[config.mk]
export PLATFORM = sky130hd
export DESIGN_NAME = output_backprop
export DESIGN_NICKNAME = d
export VERILOG_FILES = /design/src/rtl/output_backprop.sv
export SDC_FILE = /design/constraint.sdc
export NUM_CORES = 2
export LEC_CHECK = 0
export BUFFER_PORTS_ARGS = -buffer_cell sky130_fd_sc_hd__buf_2
export CAP_MARGIN = 20
export CORE_MARGIN = 5
export CORE_UTILIZATION = 55
export CTS_BUF_LIST = sky130_fd_sc_hd__clkbuf_8 sky130_fd_sc_hd__clkbuf_16
export DETAILED_ROUTE_END_ITERATION = 8
export GPL_TIMING_DRIVEN = 0
export PLACE_DENSITY = 0.74
export SLEW_MARGIN = 20
export SYNTH_ARGS = -nofsm -noshare
export SYNTH_HDL_FRONTEND = slang
export SYNTH_SLANG_ARGS = --single-unit
[constraint.sdc]
create_clock -name clk -period 32.7 [get_ports clk]
set_input_delay 1.635 -clock clk [delete_from_list [all_inputs] [get_ports clk]]
set_output_delay 1.635 -clock clk [all_outputs]
set_load 0.02 [all_outputs]
[src/rtl/output_backprop.sv]
// Output-layer backprop weight updater: two error terms, then eight weight/bias updates
// through one shared multiplier. Define OUTPUT_BACKPROP_WEIGHT_SAT_EN for saturating updates.
module output_backprop #(
   parameter int DWIDTH = 32,
   parameter int frac   = 24
) (
   input  logic                     clk,
   input  logic                     rst,
   input  logic                     start,
   input  logic signed [DWIDTH-1:0] A,
   input  logic signed [DWIDTH-1:0] B,
   input  logic signed [DWIDTH-1:0] C,
   input  logic signed [DWIDTH-1:0] out1,
   input  logic signed [DWIDTH-1:0] out2,
   input  logic signed [DWIDTH-1:0] target1,
   input  logic signed [DWIDTH-1:0] target2,
   input  logic signed [DWIDTH-1:0] lr,
   input  logic                     load,
   input  logic [2:0]               load_addr,
   input  logic signed [DWIDTH-1:0] load_data,
   output logic signed [DWIDTH-1:0] wa1,
   output logic signed [DWIDTH-1:0] wa2,
   output logic signed [DWIDTH-1:0] wb1,
   output logic signed [DWIDTH-1:0] wb2,
   output logic signed [DWIDTH-1:0] wc1,
   output logic signed [DWIDTH-1:0] wc2,
   output logic signed [DWIDTH-1:0] bias1,
   output logic signed [DWIDTH-1:0] bias2,
   output logic                     busy,
   output logic                     done
);

   localparam logic [1:0] IDLE = 2'd0;
   localparam logic [1:0] ERR1 = 2'd1;
   localparam logic [1:0] ERR2 = 2'd2;
   localparam logic [1:0] UPD  = 2'd3;

   logic [1:0] state;
   logic [2:0] idx;

   logic signed [DWIDTH-1:0] a_q, b_q, c_q, o1_q, o2_q, t1_q, t2_q, lr_q;
   logic signed [DWIDTH-1:0] d1, d2;
   logic signed [DWIDTH-1:0] w [8];

   logic signed [DWIDTH-1:0]   mul_a, mul_b, mul_res, d_sel, delta, acc;
   logic signed [2*DWIDTH-1:0] prod;

   function automatic logic signed [DWIDTH-1:0] acc_add(input logic signed [DWIDTH-1:0] x,
                                                         input logic signed [DWIDTH-1:0] y);
      logic signed [DWIDTH-1:0] s;
      s = x + y;
`ifdef OUTPUT_BACKPROP_WEIGHT_SAT_EN
      if ((x[DWIDTH-1] == y[DWIDTH-1]) && (s[DWIDTH-1] != x[DWIDTH-1])) begin
         s = x[DWIDTH-1] ? {1'b1, {(DWIDTH-1){1'b0}}} : {1'b0, {(DWIDTH-1){1'b1}}};
      end
`endif
      return s;
   endfunction

   // Even idx updates the *1 register with d1, odd idx the *2 register with d2; idx matches
   // the load_addr register map, so one index drives both.
   always_comb begin
      d_sel = idx[0] ? d2 : d1;
      mul_a = lr_q;
      mul_b = t1_q - o1_q;
      case (state)
         ERR2: mul_b = t2_q - o2_q;
         UPD: begin
            mul_a = d_sel;
            case (idx[2:1])
               2'd0:    mul_b = a_q;
               2'd1:    mul_b = b_q;
               default: mul_b = c_q;
            endcase
         end
         default: ;
      endcase
   end

   assign prod    = {{DWIDTH{mul_a[DWIDTH-1]}}, mul_a} * {{DWIDTH{mul_b[DWIDTH-1]}}, mul_b};
   assign mul_res = DWIDTH'(prod >>> frac);
   assign delta   = (idx[2:1] == 2'b11) ? d_sel : mul_res;
   assign acc     = acc_add(w[idx], delta);

   always_ff @(posedge clk or posedge rst) begin
      if (rst) begin
         state <= IDLE;
         idx   <= 3'd0;
         done  <= 1'b0;
         d1    <= '0;
         d2    <= '0;
         a_q   <= '0;
         b_q   <= '0;
         c_q   <= '0;
         o1_q  <= '0;
         o2_q  <= '0;
         t1_q  <= '0;
         t2_q  <= '0;
         lr_q  <= '0;
         for (int i = 0; i < 8; i++) w[i] <= '0;
      end else begin
         done <= 1'b0;
         case (state)
            IDLE: begin
               if (load) begin
                  w[load_addr] <= load_data;
               end else if (start) begin
                  a_q   <= A;
                  b_q   <= B;
                  c_q   <= C;
                  o1_q  <= out1;
                  o2_q  <= out2;
                  t1_q  <= target1;
                  t2_q  <= target2;
                  lr_q  <= lr;
                  state <= ERR1;
               end
            end
            ERR1: begin
               d1    <= mul_res;
               state <= ERR2;
            end
            ERR2: begin
               d2    <= mul_res;
               idx   <= 3'd0;
               state <= UPD;
            end
            default: begin
               w[idx] <= acc;
               idx    <= idx + 3'd1;
               if (idx == 3'd7) begin
                  done  <= 1'b1;
                  state <= IDLE;
               end
            end
         endcase
      end
   end

   assign busy  = (state != IDLE);
   assign wa1   = w[0];
   assign wa2   = w[1];
   assign wb1   = w[2];
   assign wb2   = w[3];
   assign wc1   = w[4];
   assign wc2   = w[5];
   assign bias1 = w[6];
   assign bias2 = w[7];

endmodule

Word-level counts from Yosys, hierarchy flattened
Cells that the tools add are included.
{ "classes": {"n_div": 0, "muxes": 23, "eq_ne": 9, "multipliers": 1, "bitwise": 4, "shift": 0, "reduce_logical": 12, "addsub": 4, "magnitude_cmp": 4} }
{ "op_table": {"columns": ["op", "count"], "rows": [
  ["256-bit bitwise mux", 2],
  ["256-bit case mux with 2 select lines", 1],
  ["256-bit two-way mux", 1],
  ["32-bit two-way mux", 7],
  ["32-bit demux with 3-bit select", 2],
  ["32-bit case mux with 2 select lines", 2],
  ["32-bit binary-select mux with 3-bit select", 1],
  ["32-bit subtractor", 2],
  ["32-bit by 32-bit multiplier with 56-bit output", 1],
  ["32-bit adder", 1],
  ["4-bit >= comparator (second input constant)", 2],
  ["4-bit by 1-bit less-than comparator with 1-bit output (second input constant)", 2],
  ["3-bit NOT with 4-bit output", 2],
  ["2-bit == test (second input constant)", 3],
  ["2-bit two-way mux", 3],
  ["2-bit inequality test (second input constant)", 3],
  ["2-bit case mux with 3 select lines", 1],
  ["3-bit case mux with 2 select lines", 1],
  ["3-bit AND reduction", 2],
  ["2-bit by 1-bit == test with 1-bit output (second input constant)", 2],
  ["2-bit logical NOT", 2],
  ["4-bit nonzero test", 1],
  ["2-bit OR reduction", 2],
  ["3-bit by 1-bit adder with 3-bit output (second input constant)", 1],
  ["7 further kinds", 10]
]} }
{ "word_totals": {"romBits": 0, "out_inout_bits": 258, "latch_bits": 0, "input_bits": 295, "ramBits": 0, "word_cells": 78, "ff_bits": 582, "n_memories": 0} }

Depth between registers and ports, before layout
{ "logic_depth": {"word_depth": 8, "ltp_mapped": 64, "depth_no_buf": 63} }

Least setup slack after synthesis
Ideal clock, no wire load.
{ "synth_path": {"path_kind": "register to register", "startpoint": "register state[0]", "endpoint": "register w, in the netlist wc2[31]", "path_stages_with_launch": 59, "setup_ps": 137, "path_slack_ps": 19788, "n_path_buf": 7, "arrival_time_ps": 12775, "synth_period_minus_slack_ps": 12912, "required_time_ps": 32563, "path_cell_list": "dfrtp_1 -> ha_1 -> clkbuf_1 -> clkbuf_1 -> clkbuf_1 -> clkbuf_1 -> buf_1 -> buf_1 -> nor2_1 -> a21oi_1 -> clkbuf_1 -> nand2_1 -> fa_1 -> inv_1 -> fa_1 -> fa_1 -> inv_1 -> fa_1 -> (+23 left out) -> xnor2_1 -> a21o_1 -> ha_1 -> nor3_1 -> nand2_1 -> a2111oi_0 -> nor2_1 -> a21boi_1 -> nor4_1 -> o21ai_1 -> o22ai_1 -> o21ai_1 -> nand2b_1 -> a21oi_1 -> xor2_1 -> xnor2_1 -> a22oi_1 -> a21oi_1"} }
{ "synth_via": {"elab_chain_cells": 7, "word_cells_on_any_way": 15, "classes_between": "add/sub: 1; mul: 1; eq/ne: 4; mux: 5; bitwise: 1; reduce/logical: 3"} }
{ "synth_lines": {"columns": ["item", "line_no", "source"], "rows": [
  ["from (decl)", "38", "logic [1:0] state;"],
  ["from (signal assigned)", "87", "state <= IDLE;"],
  ["from (signal assigned)", "116", "state <= ERR1;"],
  ["from (signal assigned)", "121", "state <= ERR2;"],
  ["2-bit == test, on equally long branches", "66, 103", null],
  ["32-bit case mux with 2 select lines or 32-bit two-way mux (tied branches)", "66", "case (state)"],
  ["32-bit by 32-bit multiplier with 56-bit output", "80", "assign prod = {{DWIDTH{mul_a[DWIDTH-1]}}, mul_a} * {{DWIDTH{mul_b[DWIDTH-1]}}, mul_b};"],
  ["32-bit two-way mux", "82", "assign delta = (idx[2:1] == 2'b11) ? d_sel : mul_res;"],
  ["32-bit adder", "51", "s = x + y;"],
  ["256-bit bitwise mux", "129", "w[idx] <= acc;"],
  ["256-bit case mux with 2 select lines", "103", "case (state)"],
  ["to (signal, indexed assignment)", "106", "w[load_addr] <= load_data;"],
  ["to (decl)", "43", "logic signed [DWIDTH-1:0] w [8];"]
]} }
Parallel ways exist; a longest one is shown, timed or not.
A chain may end at the register's enable or synchronous reset.

Worst setup path in the final report
{ "layout_path": {"startpoint": "register state[0]", "endpoint": "register w, in the netlist wa2[30]"} }
The elaborated chain is that of the path after synthesis.

==> flow_summary.json <==
{
  "ys.warnings.count": 0,
  "hp-start": "b_q[31]",
  "r2r_start": "state[0]",
  "wirelength_mm": 280,
  "register_area_sq_um": 14600,
  "fmax_ghz": 0.0508,
  "grt_overflow": 0,
  "timing.critical_path.mode_cell": "fa_1",
  "drive_gt1_share_pct": 14.1,
  "drv_cap": 0,
  "synthesis.nets": 8413,
  "critical_path.endpoint_type": "register",
  "area_growth_pct": 12.1,
  "postLayoutCoreUtil_pct": 61.9,
  "synth-edff-count": 0,
  "cts_buffers": 68,
  "die_y_microns": 351,
  "slew_violations": 0,
  "cts_root_buf": "clkbuf_16",
  "cp.required_ns": 33.32,
  "ctsHtreeMaxLevel": 3,
  "cts-root-to-sink-buffers": 3,
  "clk_pin_slew_ns": 0.06,
  "synth_compound_area_share_pct": 12.3,
  "worstMarginPinSlew_ns": 1.33,
  "port_buffers": 545,
  "cts.sinks": 582,
  "place_congestion": 1.08,
  "cts_tree": "built",
  "synth_top_family_by_area": "adder cells",
  "clk_latency_ns": 0.71,
  "dp_hpwl_mm": 233,
  "multi_input_area_sq_um": 44000,
  "tns_ns": 0,
  "dr.pass1.iters": 7,
  "hold_class": "register to register",
  "final_antenna_net_count": 0,
  "hold-path-endpoint": "b_q[31]",
  "startpoint_type": "register",
  "timing.rr.end": "wa2[30]",
  "grt_start_max_net_pins": 105,
  "synthFlopType": "dfrtp_1",
  "synth_adder_area_share_pct": 36.1,
  "drtIter0Drc": 6934,
  "synth_xor_area_share_pct": 1.84,
  "yosysSeqAreaShare_pct": 22.8,
  "final-hold-violation-count": 0,
  "dieWidth_microns": 351,
  "critical_path.max_stage_delay_ns": 0.81,
  "hold_path_depth": 1,
  "cp_data_arrival_time_ns": 20.30,
  "grt_pass1_vias": 57200,
  "fin_skew_ns": 0.0653,
  "r2r_setup_slack_ns": 13.02,
  "via_count": 57300,
  "vias_per_cell": 6.29,
  "worstPathMaxFanout": 10,
  "max_slew_margin_pct": 10.7,
  "cts-hold-fix-buffers": 0,
  "outcome": "finished, final reports clean",
  "syn-cell-area_sq_um": 64000,
  "wl_per_cell_microns": 30.8,
  "setup_violations": 0,
  "finalCritPeriodShare_pct": 60.2,
  "avgSynthCellArea_sq_um": 9.33,
  "core_sq_um": 116000,
  "ctsResizeCount": 0,
  "rr_worst_depth": 51,
  "synthMuxAreaShare_pct": 6.39,
  "syn_inst": 6861,
  "drc": 0,
  "ys_ff_latch": 582,
  "postCtsSetupBuffers": 0,
  "fin_nets": 9058,
  "antenna_found_initial": 37,
  "synthArstFlopShare_pct": 100,
  "synth_cell_types": 95,
  "start_util_pct": 55.2,
  "io_pins": 553,
  "grt_usage_pct": 45.6,
  "rows": 125,
  "critPathKind": "register to register",
  "synthSimpleGateAreaFrac_pct": 11.8,
  "num-fill-cells": 10100,
  "critPathSlowestCell": "clkbuf_1",
  "die-area_sq_um": 123000,
  "rsz0062_at_grt": "no",
  "finalCriticalPeriod_ns": 19.68,
  "grt_pass1_wl_mm": 401
}
==> worst max-delay path by stage <==
stage,from,end,slack (ns),cells past startpoint
CTS,state[0],wa2[30],13.36,53
global placement,rst,lr_q[21],8.04,2
detailed placement,state[0],wa2[30],13.43,53
global route,state[0],wa2[30],12.07,51
finish,state[0],wa2[30],13.02,51
floorplan,rst,a_q[0],14.78,1
==> worst max-delay path, delay by kind of cell (launching register included) <==
kind / cells / cell delay [ns]
AND/OR/NAND/NOR: 11 / 2.60
flip-flops: 1 / 0.43
adder cells (fa/ha/maj): 11 / 5.23
XOR/XNOR: 2 / 1.14
AO/OA/AOI/OAI: 17 / 5.69
buffers and inverters: 10 / 4.44
==> state kept, by name, summed over array words and instances, names as in the netlist, 2 cells and up <==
register	count
a_q	32
b_q	32
bias1	32
bias2	32
c_q	32
d1	32
d2	32
idx	3
lr_q	32
o1_q	32
o2_q	32
state	2
t1_q	32
t2_q	32
wa1	32
wa2	32
wb1	32
wb2	32
wc1	32
wc2	32
==> routing by layer <==
layer,vias up,wire length [microns],global-route usage (%)
met2,4276,114000,64.1
met5,-,305,0
li1,23300,-,-
met3,997,42400,19.5
met4,32,20700,26.2
met1,28700,103000,59.2
==> placed cells by master (no fill, tap or decap), drive strengths merged, types with 78 or more instances in the layout <==
master  netlist  final
ha          272    272
a22oi       229    229
a21o         78     78
clkbuf      391    471
dfrtp       582    582
buf          41    615
fa          985    985
inv        1062   1079
xnor2        97     97
nor2        676    676
mux2        267    267
a21oi       383    383
o21ai       187    187
and2         81     81
nand2       870    870
==> synth_stat cells, types with 5 or more instances <==
cell type,number,area (sq um)
o211ai_1,26,195
mux2i_1,72,721
buf_1,36,135
o21bai_1,16,120
nand4_1,14,87.6
a21o_1,78,586
o21a_1,32,240
mux4_2,16,360
mux2_2,267,3010
a221o_1,10,100
o31ai_1,8,60.1
o21ai_0,176,881
a221oi_1,7,61.3
nand2b_1,32,200
and2_1,81,507
or3_1,9,56.3
nor3b_1,5,37.5
a211o_1,7,61.3
a32oi_1,23,201
a21oi_1,379,1900
o22ai_1,62,388
dfrtp_1,582,14600
nand2_1,869,3260
or2_2,11,68.8
xnor2_1,94,823
nand3_1,39,195
nor3_1,40,200
nor2_1,675,2530
a31o_2,5,43.8
o21ai_1,10,50.1
a31oi_1,20,125
o221ai_1,23,201
a22oi_1,229,1720
o211a_1,10,100
a211oi_1,33,248
xor2_1,32,280
fa_1,985,19700
clkbuf_1,391,1470
a21boi_0,7,52.6
ha_1,272,3400
nor2b_1,14,87.6
and3_1,16,100
inv_1,1061,3980
==> logic make-up (layout without fill, tap and decap cells) <==
family,count (synthesis),after routing
buffers and inverters,1495,2194
multiplexers,355,355
other,0,18
AND/OR/NAND/NOR,1830,1830
XOR/XNOR,130,130
adder cells (fa/ha/maj),1257,1257
AO/OA/AOI/OAI,1212,1212
flip-flops,582,582
==> layout make-up <==
type	instances	share of cell area, %
diodes	18	0.0628
plain buffers	432	2.29
clock buffers	79	2.58
clock inverters	45	0.840
inverters	1063	5.57
multi-input cells	4784	61.3
flip-flops and latches	582	20.3
well taps	1524	2.66
repair buffers	575	4.38
==> metrics by stage <==
step | std cells | setup WS, ns | area [sq um] | hold WS (ns)
after global placement | 8930 | 8.04 | 68600 | 0.485
after CTS | 9079 | 13.36 | 71600 | 0.506
final | 9102 | 13.02 | 71800 | 0.505
after detailed placement | 8955 | 13.43 | 69200 | 0.491
after global routing | 9086 | 12.07 | 71700 | 0.514
after floorplan | 6861 | 14.78 | 64000 | 0.475
Power is left out: the tool's default activity adds up to more than one toggle a clock period on the data nets, which glitch-free logic cannot reach.
